<file path="src/rtl/regfile_write_arbiter.sv">
// Round-robin arbiter sharing the single register-file write port
// among NUM_REQ writeback sources, with a registered write stage.
module regfile_write_arbiter #(
   parameter int NUM_REQ = 2,
   parameter int ADDR_W  = 5,
   parameter int DATA_W  = 32,
   localparam int ID_W   = (NUM_REQ > 1) ? $clog2(NUM_REQ) : 1
) (
   input  logic                      clk,
   input  logic                      reset,
   input  logic                      enable,
   input  logic [NUM_REQ-1:0]        req_valid,
   input  logic [NUM_REQ*ADDR_W-1:0] req_addr,
   input  logic [NUM_REQ*DATA_W-1:0] req_data,
   output logic [NUM_REQ-1:0]        req_ready,
   output logic                      we3,
   output logic [ADDR_W-1:0]         wa3,
   output logic [DATA_W-1:0]         wd3,
   output logic [ID_W-1:0]           grant_id
);

   logic [ID_W-1:0]   ptr;
   logic              found;
   logic [ID_W-1:0]   grant_idx;
   logic [ADDR_W-1:0] sel_addr;
   logic [DATA_W-1:0] sel_data;
   logic              xfer;

   // Index k positions past p, wrapped into 0..NUM_REQ-1.
   function automatic logic [ID_W-1:0] wrap_idx(
      input logic [ID_W-1:0] p,
      input int              k
   );
      int s;
      s = int'(p) + k;
      if (s >= NUM_REQ) begin
         s = s - NUM_REQ;
      end
      return ID_W'(s);
   endfunction

   // Round-robin search starting one past the last winner.
   always_comb begin
      found     = 1'b0;
      grant_idx = '0;
      for (int k = 1; k <= NUM_REQ; k++) begin
         if (!found && req_valid[wrap_idx(ptr, k)]) begin
            found     = 1'b1;
            grant_idx = wrap_idx(ptr, k);
         end
      end
   end

   // Ready is one-hot on the winner; stall or reset grants nothing.
   always_comb begin
      req_ready = '0;
      if (enable && !reset && found) begin
         req_ready[grant_idx] = 1'b1;
      end
   end

   assign xfer = |(req_valid & req_ready);

   // Steer the winning requester's address and data to the write stage.
   always_comb begin
      sel_addr = '0;
      sel_data = '0;
      for (int i = 0; i < NUM_REQ; i++) begin
         if (grant_idx == ID_W'(i)) begin
            sel_addr = req_addr[i*ADDR_W +: ADDR_W];
            sel_data = req_data[i*DATA_W +: DATA_W];
         end
      end
   end

   // Register the accepted write; x0 targets complete but never assert we3.
   always_ff @(posedge clk or posedge reset) begin
      if (reset) begin
         ptr      <= ID_W'(NUM_REQ - 1);
         we3      <= 1'b0;
         wa3      <= '0;
         wd3      <= '0;
         grant_id <= '0;
      end else if (xfer) begin
         ptr      <= grant_idx;
         we3      <= (sel_addr != '0);
         wa3      <= sel_addr;
         wd3      <= sel_data;
         grant_id <= grant_idx;
      end else begin
         we3      <= 1'b0;
      end
   end

   a_ready_onehot: assert property (
      @(posedge clk) disable iff (reset) $onehot0(req_ready));

   a_stall_no_ready: assert property (
      @(posedge clk) disable iff (reset) !enable |-> (req_ready == '0));

   a_ready_has_valid: assert property (
      @(posedge clk) disable iff (reset) ((req_ready & ~req_valid) == '0));

endmodule

</file>
<file path="config.mk">
export PLATFORM = sky130hd
export DESIGN_NAME = regfile_write_arbiter
export DESIGN_NICKNAME = d
export VERILOG_FILES = /design/src/rtl/regfile_write_arbiter.sv
export SDC_FILE = /design/constraint.sdc
export NUM_CORES = 1
export LEC_CHECK = 0
export ABC_AREA = 1
export CAP_MARGIN = 30
export CELL_PAD_IN_SITES_DETAIL_PLACEMENT = 0
export CELL_PAD_IN_SITES_GLOBAL_PLACEMENT = 2
export CORE_ASPECT_RATIO = 0.75
export CORE_UTILIZATION = 18
export DETAILED_ROUTE_END_ITERATION = 12
export GPL_ROUTABILITY_DRIVEN = 0
export GPL_TIMING_DRIVEN = 0
export HOLD_SLACK_MARGIN = 0.03
export PLACE_DENSITY_LB_ADDON = 0.1
export SETUP_SLACK_MARGIN = 0.2
export SYNTH_ARGS = -nofsm -noshare
export SYNTH_HDL_FRONTEND = slang
export SYNTH_SLANG_ARGS = --single-unit
</file>
<file path="constraint.sdc">
create_clock -name clk -period 5.1 [get_ports clk]
set_clock_uncertainty 0.15 [all_clocks]
set_input_delay 1.53 -clock clk [delete_from_list [all_inputs] [get_ports clk]]
set_output_delay 1.53 -clock clk [all_outputs]
set_load 0.02 [all_outputs]
</file>
**Yosys cells after proc, flatten, opt, wreduce, memory -nomap -nowiden**

Index checks and enable logic that the tools add are counted.

- Bits in registers: 40
- Bits of input ports: 79
- Output and inout port bits: 41
- Word-level logic and storage cells: 40

- Add/subtract/negate cells: 4
- Order comparisons: 6
- Muxes and demuxes: 16
- Bitwise logic cells: 1
- Reduce and logical (&&, ||, !) cells: 8

Operator list:

| operator | number |
|---|---|
| 2-to-1 mux 32 bit | 1 |
| 2-to-1 mux 1 bit | 12 |
| less-than comparator 1 x 2 -> 1 bit, second input constant | 3 |
| 2-to-1 mux 5 bit | 1 |
| nonzero test 5 bit | 1 |
| logical AND 1 bit | 4 |
| adder 1 x 2 -> 3 bit, second input constant | 1 |
| greater-or-equal comparator 3 x 2 -> 1 bit, second input constant | 1 |
| adder 1 x 1 -> 2 bit, second input constant | 1 |
| AND 2 bit | 1 |
| greater-or-equal comparator 2 bit, second input constant | 1 |
| zero test 1 bit | 2 |
| 2-to-1 mux 2 bit | 1 |
| OR reduction 2 bit | 1 |
| subtractor 1 bit, second input constant | 2 |
| demux 1 bit (select 1 bit) | 1 |
| greater-or-equal comparator 1 bit, second input constant | 1 |

**Depth between registers and ports, before layout**

- Word-level depth: 17
- Mapped depth: 8
- Mapped depth without buffers: 8

**Least setup slack after synthesis**

OpenSTA, ideal clock, no wires.

- Kind: input-to-output
- Start point: input reset
- End point: output req_ready[1]
- Arrival: 3113 ps
- Data required time: 3420 ps
- Path slack: 307 ps
- Stages: 4
- Buffers on the path: 1
- Cells stage by stage: inv_1 -> nand2_1 -> nor2_4 -> buf_2

- Longest elaborated chain between the ends: 4

RTL lines:

| item | RTL line | source |
|---|---|---|
| start, declared | 10 | `input logic reset,` |
| zero test 1 bit (no line) | n/a |  |
| logical AND 1 bit (2 in series) | 57 | `if (enable && !reset && found) begin` |
| 2-to-1 mux 2 bit | 57 |  |
| end, declared | 15 | `output logic [NUM_REQ-1:0] req_ready,` |

No other way between the ends.

**Worst setup path in the final report**

Same ends and word-level chain as after synthesis.

==> results.md <==
Yosys:
- Synthesis produced 215 cells.
- The synthesized netlist occupies a cell area of 1790 µm².
- The number of different library cells used by synthesis comes to 18.
- The synthesized netlist net count is 294.
- In this run the mean area of a mapped cell was slightly above 8 µm².
- The total of flip-flops plus latches after synthesis is 40.
- Yosys printed 0 warnings.
- The share of the Yosys chip area taken by registers is 56.1%.

STA:
- Derived from the worst setup path, the maximum achievable clock frequency is 213 MHz.
- In this run the tightest slew margin relative to its limit is 65.8%.
- The final hold violation count is 0.
- The post-layout worst setup margin is 0.403 ns.
- The slew of the pin with the lowest slew margin is a little over 0.5 ns.
- The number of failing setup endpoints in the final timing report is 0.
- Setup repair after global routing left no endpoint under its margin.
- The final critical path takes up 92.1% of the cycle.
- The post-layout minimum cycle time is 4.70 ns.
- The number of pins exceeding their max-slew limit in the final report is 0.

Clocking:
- For this design, the CTS-stage hold fixing added 0 buffers.
- The clock passes through at most 2 buffers.
- The clock drives 40 sinks.
- The clock buffer count from CTS is 5.
- After clock tree synthesis, the clock-pin slew on the worst setup and hold paths is 0.06 ns.
- CTS built an H-tree with a depth of 2.
- The clock insertion delay at the later pin of the skew report is 0.28 ns.
- CTS placed an instance of sky130_fd_sc_hd__clkbuf_16 at the clock tree root.
- The clock tree from TritonCTS is yes.

Layout:
- The layout has 1010 filler cells.
- Across the whole layout, storage elements account for 1000 µm².
- The net count reported at finish is 423.
- The share of cells above drive strength 1 is 7.83%.
- Compared with the post-synthesis result, the final layout area differs by 88.8%.
- The final cell area excluding filler cells is around 3400 µm².
- The repair_antennas step left the layout with diodes totalling 0.
- In the final layout, the multi-input gates occupy 718 µm².

Min path:
- In this run the worst hold path is classified as reg2reg.

Worst setup path:
- The largest driver fanout on the critical path is 21.
- The worst setup path is launched from an input pin.
- The classification of the worst setup path is in2out.
- STA classifies the critical path endpoint as an output port.
- Data arrives at the worst endpoint at 3.02 ns.
- The required time at the worst-slack endpoint is 3.42 ns.

Die:
- For this configuration, the core starts out at a cell density of 18.5%.
- In this run the count of I/O pins placed on the die edge is 120.
- The die footprint is 10300 µm².
- In this run the core area contains 31 standard-cell rows.
- The core region is between 9000 and 10000 µm².
- The overall die height is 88.3 µm.
- The chip width is around 120 µm.

Drt:
- For this run, design rule violations remaining after detail routing come to 0.
- The number of routed nets with antenna violations is 0.
- Summed over all layers, the routed wires come to 6.18 mm.
- The first detailed-routing pass ran for 6 iterations.
- Dividing the detail-routed wire length by the instance count gives 13.0 µm.
- The number of DRC markers in iteration 0 is 99.
- The vias after detailed routing is between 1500 and 2000.
- Dividing the detail-routed via count by the number of cells gives between 3 and 4.

Placed design:
- Before CTS, the worst setup slack after placement is -0.370 ns.
- The wire-length estimate of the detail-placed layout is roughly 4.5 mm.
- The area after detailed placement is 3160 µm².
- Buffers placed on the I/O ports in this run total between 100 and 150.

Pwr:
- After layout, the design draws a total of 1.15 mW.
- The leakage power is 1.50 nW.
- VDD sags by at most 0.000137 V.
- The ratio of total power to cell area is 340 nW/µm².

Run status:
- The run finished with clean final reports.

Run:
- Max-cap violations in this run came to 0.

Global route:
- The initial antenna violation count is 0.
- The number of global-route vias before repair is ~1800.
- The maximum number of pins on one net before global-route repair is 23.
- The overall track demand over capacity in global routing is between 10% and 20%.
- The first-pass GRT wire length is 9.40 mm.
- The total overflow left after global routing is 0.
## layer usage
| layer | track usage, % | up-vias | wire length [µm] |
|---|---|---|---|
| met5 | 0 | - | 0 |
| met4 | 3.80 | 0 | 29 |
| met3 | 5.55 | 2 | 811 |
| met2 | 18.5 | 90 | 2490 |
| met1 | 15.9 | 814 | 2840 |
| li1 | - | 949 | - |
## power by group
group          switching, mW  internal [mW]  leakage, nW
Sequential            0.0302          0.375        0.483
Clock                  0.129          0.258       0.0901
Combinational          0.167          0.188        0.927
Total                  0.326          0.821         1.50
## path summary, 6_finish.rpt
kind / from / endpoint / slack [ns] / cells past startpoint
setup / recovery: reset / req_ready[1] / 0.40 / 6
hold / removal: ptr / ptr / 0.32 / 2
setup reg to reg: ptr / wd3[26] / 3.30 / 7
hold reg to reg: ptr / ptr / 0.32 / 2
max in group asynchronous: reset / wd3[12] / 2.98 / 3
min in group asynchronous: reset / wd3[20] / 1.44 / 2
## cell usage in the layout (no fill, tap or decap), types with 3 or more instances in the layout
master and instances:
sky130_fd_sc_hd__nor2_1 6, sky130_fd_sc_hd__clkdlybuf4s50_1 116, sky130_fd_sc_hd__a31oi_1 4, sky130_fd_sc_hd__a22oi_1 8
sky130_fd_sc_hd__clkbuf_16 5, sky130_fd_sc_hd__buf_2 3, sky130_fd_sc_hd__buf_4 6, sky130_fd_sc_hd__dfrtp_1 39
sky130_fd_sc_hd__nand2_1 108, sky130_fd_sc_hd__nand3_1 28, sky130_fd_sc_hd__inv_1 3
## metrics by stage
stage / std cells / hold slack, ns / utilization, % / setup TNS [ns]
4_1_cts: 476 / 0.323 / 34.9 / 0
3_3_place_gp: 466 / 0.305 / 32.6 / -3.01
5_1_grt: 477 / 0.358 / 35.0 / 0
2_1_floorplan: 215 / 0.294 / - / 0
3_5_place_dp: 467 / 0.313 / 32.8 / -0.716
6_report: 477 / 0.317 / 35.0 / 0
## worst max-delay path, cell delays in order
cell                              delay [ns]
sky130_fd_sc_hd__clkdlybuf4s50_1        0.40
sky130_fd_sc_hd__bufinv_8               0.30
sky130_fd_sc_hd__nand2_1                0.12
sky130_fd_sc_hd__nor2_4                 0.12
sky130_fd_sc_hd__buf_4                  0.19
sky130_fd_sc_hd__dlygate4sd2_1          0.35
## area by class of cell
type | count | share of cell area, %
Buffer | 9 | 1.56
Multi-Input combinational cell | 160 | 21.3
Sequential cell | 40 | 29.7
Clock inverter | 1 | 0.890
Inverter | 6 | 1.07
Timing Repair Buffer | 122 | 36.1
Clock buffer | 7 | 4.52
Tap cell | 132 | 4.89
## sequential cells by signal (all words and copies together) (netlist names)
name      cells
we3           1
ptr           1
wd3          32
grant_id      1
wa3           5
## cell families (layout without fill, tap and decap cells)
logic type,count (synthesis),after routing,share of synthesized area (%)
and+or+nand+nor,147,147,34.7
DFF,40,40,56.1
buffers and inverters,15,145,4.06
AOI/OAI and AO/OA,13,13,5.18
## cells in the mapped netlist
cell type | count | area, µm²
sky130_fd_sc_hd__nor2_1 | 6 | 22.5
sky130_fd_sc_hd__nor2_4 | 2 | 22.5
sky130_fd_sc_hd__nand3_4 | 1 | 17.5
sky130_fd_sc_hd__inv_1 | 4 | 15.0
sky130_fd_sc_hd__nand3_1 | 28 | 140
sky130_fd_sc_hd__a31oi_1 | 4 | 25.0
sky130_fd_sc_hd__dfrtp_1 | 39 | 976
sky130_fd_sc_hd__dfstp_2 | 1 | 26.3
sky130_fd_sc_hd__clkbuf_1 | 2 | 7.51
sky130_fd_sc_hd__nand2_1 | 108 | 405
sky130_fd_sc_hd__clkinv_1 | 1 | 3.75
sky130_fd_sc_hd__buf_2 | 4 | 20.0
sky130_fd_sc_hd__nand2_2 | 1 | 6.26
sky130_fd_sc_hd__o211ai_1 | 1 | 7.51
sky130_fd_sc_hd__or2_2 | 1 | 6.26
sky130_fd_sc_hd__inv_2 | 1 | 3.75
sky130_fd_sc_hd__a22oi_1 | 8 | 60.1
sky130_fd_sc_hd__buf_4 | 3 | 22.5
## timing repair
item | in CTS | in global routing
pin swaps | 1 | 1
setup buffers | 1 | 1
setup endpoints to repair | 2 | 2
resized for setup | 8 | 2
Power figures use the tool's default switching activity.
==> patch 1, RTL diff (config.mk and constraints unchanged) <==
Reset style: synchronous (`reset`), changed in one clocked block.
--- a/src/rtl/regfile_write_arbiter.sv
+++ b/src/rtl/regfile_write_arbiter.sv
@@ -74,7 +74,7 @@
    end
 
    // Register the accepted write; x0 targets complete but never assert we3.
-   always_ff @(posedge clk or posedge reset) begin
+   always_ff @(posedge clk) begin
       if (reset) begin
          ptr      <= ID_W'(NUM_REQ - 1);
          we3      <= 1'b0;
Check against the original RTL: differs if reset is asserted again (counterexample within 4 cycles, from zero or initial values and one cycle with reset high); with reset held inactive, the same outputs for 10 cycles.
==> patch 1 against the original RTL <==
  * Synthesized area is 5.9% higher
  * Cell count is 17% higher
  * Core utilization is 1.9 points lower
  * Total power is 26% lower
  * Sequential cell count stayed put
  * First-iteration DRC count is 32% lower
  * Worst setup slack worse by 0.030 ns
  * Sequential share of layout area is 6.0 points lower
  * Largest cell class unchanged
  * Design area is 0.33% higher
  * Largest power group unchanged
  * Synthesized cell count is 39% higher
  * Wire length is 8.0% higher
==> patch 1: results (changes against the original RTL) <==
[cells_and_area]
fin_cells=560  ; was 477
finalNetCount=503  ; was 423
drive_above_1_share_pct=6.13  ; was 7.83%
n_antenna_cell=0  ; unchanged

[global_route]
track_usage_pct=12.6  ; was 12.3%
grt_start_max_net_pins=12  ; was 23
grt_pass1_vias=2105  ; was 1792
grt_pass1_wl_um=10800  ; was 9400 µm

[critical_path]
critPathMaxFanout=10  ; was 21
cp.arrival_ns=3.05  ; was 3.02 ns
reg2reg_depth=8  ; was 7
r2r_start=ptr  ; unchanged
timing.rr.end=wd3[15]  ; was wd3[26]
ff2ff_setup_slack_ns=3.63  ; was 3.30 ns

[logic_synthesis]
synth-main-ff-cell=dfxtp_1  ; was dfrtp_1
ys_async_sr_fraction_pct=0  ; was 100%
synth_common_cells=nand2_1 (172), dfxtp_1 (40), a21oi_1 (38)  ; was nand2_1 (108), dfrtp_1 (39), nand3_1 (28)
syn_avg_cell_area_um2=6.34  ; was 8.32 µm²
synth_nets=378  ; was 294
yosysSeqAreaShare_pct=42.3  ; was 56.1%
synth.area.top_cells=dfxtp_1 (42%), nand2_1 (34%), a21oi_1 (10%), buf_2 (2.4%), buf_6 (2.4%)  ; was dfrtp_1 (55%), nand2_1 (23%), nand3_1 (7.8%), a22oi_1 (3.4%), dfstp_2 (1.5%)

[power_and_ir_drop]
p_leak_uw=0.00144  ; was 0.00150 µW
ir_drop_uv=125  ; was 137 µV

[drt]
routedWlPerCell_um=11.9  ; was 13.0 µm
drt_iter0_drc=67  ; was 99
dr.pass1.iters=4  ; was 6

[timing]
timing.slew.headroom_pct=66.0  ; was 65.8%
fin_hold_ws_ns=0.311  ; was 0.317 ns

[clocking]
postCtsSetupRepairBufs=0  ; was 1
clockBufferDepth=2  ; unchanged

[place]
pre_cts_ws_ns=-0.0371  ; was -0.370 ns
postPlaceCellArea_mm2=0.00325  ; was 0.00316 mm²
post-place-cells=553  ; was 467
dpl.hpwl_um=4970  ; was 4530 µm
portBuffers=118  ; was 119

[hold_path]
min_to=wd3[23]  ; was ptr
hold_class=flop to flop  ; unchanged
min_from=wd3[23]  ; was ptr

[run_status]
status=finished, final reports clean  ; unchanged

[patch 1: worst max path at each step]
stage	start	endpoint	slack, ns	cells after the start
finish	req_valid[0]	req_ready[0]	0.37	7
floorplan	req_valid[0]	req_ready[0]	1.16	5
detailed placement	req_valid[1]	req_ready[1]	-0.04	7
global route	req_valid[0]	req_ready[0]	0.22	7
global placement	req_valid[1]	req_ready[1]	-0.03	7
CTS	req_valid[1]	req_ready[1]	0.04	7
[patch 1: report_power, final]
part | internal [µW] | total (µW) | switching (µW)
clock | 178 | 303 | 124
combinational | 110 | 205 | 94.9
sequential | 329 | 337 | 7.80
[patch 1: cell type report]
type                    count  area [µm²]
plain buffers              18         119
clock buffers               6         129
clock inverters             1        5.00
fillers                  1173        6860
inverters                  12        45.0
multi-input cells         229         935
flip-flops and latches     40         801
well taps                 136         170
repair buffers            118        1180
[patch 1: routing by layer]
metal	part of all wire [%]	up-vias	track usage (%)
met2	41	71	19.3
li1	-	1175	-
met5	0	-	0
met3	8.5	5	4.36
met4	0.84	0	3.09
met1	50	950	16.9
[patch 1: repair_timing]
action	CTS	global route
gates resized for setup	3	2
hold buffers	0	0
endpoints found under the setup margin	2	2
[patch 1: logic make-up after synthesis]
group,after synthesis,share of synthesized area (%)
and+or+nand+nor,182,36.7
AOI/OAI and AO/OA,47,12.6
buffers and inverters,30,8.39
DFF,40,42.3
[patch 1: critical path, stage by stage]
cell             delay (ns)
clkdlybuf4s50_1        0.50
nand2_1                0.13
nand2_2                0.12
inv_2                  0.09
buf_4                  0.18
nor2_1                 0.17
clkdlybuf4s15_1        0.32
==> patch 2, RTL diff (same settings) <==
Without the edit above. `NUM_REQ`: 2 -> 4.
--- a/src/rtl/regfile_write_arbiter.sv
+++ b/src/rtl/regfile_write_arbiter.sv
@@ -1,7 +1,7 @@
 // Round-robin arbiter sharing the single register-file write port
 // among NUM_REQ writeback sources, with a registered write stage.
 module regfile_write_arbiter #(
-   parameter int NUM_REQ = 2,
+   parameter int NUM_REQ = 4,
    parameter int ADDR_W  = 5,
    parameter int DATA_W  = 32,
    localparam int ID_W   = (NUM_REQ > 1) ? $clog2(NUM_REQ) : 1
Interface: changed (5 resized); port bits go from 120 to 199. No check against the original RTL was run, so the function may have changed too.
==> patch 2 against the original RTL <==
  * Design area grew 58%
  * Synthesized area grew 54%
  * Sequential cell count grew 2
  * Sequential power grew 44%
  * Synthesized cell count grew 94%
  * Total power grew to 3.5 times the old value
  * Worst setup slack lost 0.066 ns
  * Wire length grew 120%
==> patch 2: results (changes against the original RTL) <==
[critical_path]
cp.arrival_ns=3.08  ; was 3.02 ns
r2r_start=ptr[0]  ; was ptr
slowest_delay_ns=0.25  ; was 0.40 ns
critPathMaxFanout=5  ; was 21
timing.rr.end=we3  ; was wd3[26]
reg2reg_depth=17  ; was 7
ff2ff_setup_slack_ns=2.17  ; was 3.30 ns
crit_family=simple AND/OR/NAND/NOR gates  ; was buffers and inverters
cp_slowest_cell=dlygate4sd2_1  ; was clkdlybuf4s50_1

[power_and_ir_drop]
p_leak_uw=0.00229  ; was 0.00150 µW
ir_drop_uv=329  ; was 137 µV

[logic_synthesis]
synth.area.top_cells=dfrtp_1 (36%), nand2_1 (23%), o21ai_1 (8.6%), nand3_1 (6.0%), nand4_1 (4.1%)  ; was dfrtp_1 (55%), nand2_1 (23%), nand3_1 (7.8%), a22oi_1 (3.4%), dfstp_2 (1.5%)
yosysSeqAreaShare_pct=38.3  ; was 56.1%
ys_types=24  ; was 18
synth_nets=572  ; was 294
synth_common_cells=nand2_1 (169), o21ai_1 (47), dfrtp_1 (40)  ; was nand2_1 (108), dfrtp_1 (39), nand3_1 (28)
synth-compound-area-share_pct=14.7  ; was 5.18%
synthCells=417  ; was 215

[global_route]
track_usage_pct=17.0  ; was 12.3%
grt_pass1_wl_um=19500  ; was 9400 µm
grt_start_max_net_pins=24  ; was 23
grt_pass1_vias=3369  ; was 1792

[hold_path]
min_to=grant_id[0]  ; was ptr
min_from=grant_id[0]  ; was ptr

[drt]
dr.pass1.iters=4  ; was 6
drt_iter0_drc=97  ; was 99
routedWlPerCell_um=16.1  ; was 13.0 µm
totalWireLength_um=13400  ; was 6180 µm
via_count=3564  ; was 1855

[cells_and_area]
fillers=1539  ; was 1010
finalNetCount=788  ; was 423
drive_above_1_share_pct=12.6  ; was 7.83%

[clocking]
root_buffer=clkbuf_16  ; unchanged
htree_levels=2  ; unchanged

[timing]
fin_hold_ws_ns=0.329  ; was 0.317 ns
timing.slew.headroom_pct=53.7  ; was 65.8%

[place]
portBuffers=198  ; was 119
postPlaceCellArea_mm2=0.00500  ; was 0.00316 mm²
pre_cts_ws_ns=-0.909  ; was -0.370 ns
post-place-cells=816  ; was 467
dpl.hpwl_um=10500  ; was 4530 µm

[run_status]
status=finished, final reports clean  ; unchanged

-- patch 2: changes by cell type in the layout (fill, tap and decap cells not counted), moves of 10 or more --
cell and delta:
a21oi_1 +14, clkdlybuf4s50_1 +74, nand2_1 +51, nand2_2 +12, nand4_1 +18, nor2_1 +10
o21ai_0 +13, o21ai_1 +47
-- patch 2: per-layer routing --
layer | GRT usage [%] | part of all wire [%] | vias to the layer above
met3 | 5.09 | 9.3 | 14
li1 | - | - | 1806
met2 | 24.7 | 41 | 138
met4 | 4.51 | 1.5 | 0
met1 | 24.1 | 48 | 1606
met5 | 0 | 0 | -
-- patch 2: power by group --
group	internal, µW	total (µW)	switching (µW)	leakage, µW
Combinational	1190	3060	1860	0.00170
Sequential	496	586	89.9	0.000519
Clock	182	326	144	0.0000708
Total	1870	3970	2100	0.00229
-- patch 2: how the worst max path moves through the flow --
| stage | start | end | slack, ns | cells after the start |
|---|---|---|---|---|
| finish | req_valid[2] | req_ready[2] | 0.34 | 17 |
| global route | req_valid[2] | req_ready[2] | 0.20 | 17 |
| CTS | req_valid[2] | req_ready[2] | 0.31 | 17 |
| detailed placement | reset | req_ready[0] | -0.91 | 7 |
| global placement | reset | req_ready[0] | -1.51 | 7 |
| floorplan | reset | req_ready[0] | 0.35 | 5 |
-- patch 2: timing repair --
item | CTS | global route
resized for setup | 57 | 6
gates cloned | 1 | 0
buffers inserted | 10 | 0
endpoints found under the setup margin | 4 | 3
pin swaps | 12 | 3
-- patch 2: area by class of cell --
cell class	count	area [µm²]	share of cell area [%]
Buffer	23	150	2.81
Tap cell	200	250	4.69
Clock buffer	6	129	2.41
Timing Repair Buffer	209	2060	38.6
Multi-Input combinational cell	332	1600	29.9
Timing Repair inverter	1	5.00	0.0938
Clock inverter	2	13.8	0.258
Sequential cell	42	1050	19.7
Inverter	19	77.6	1.45
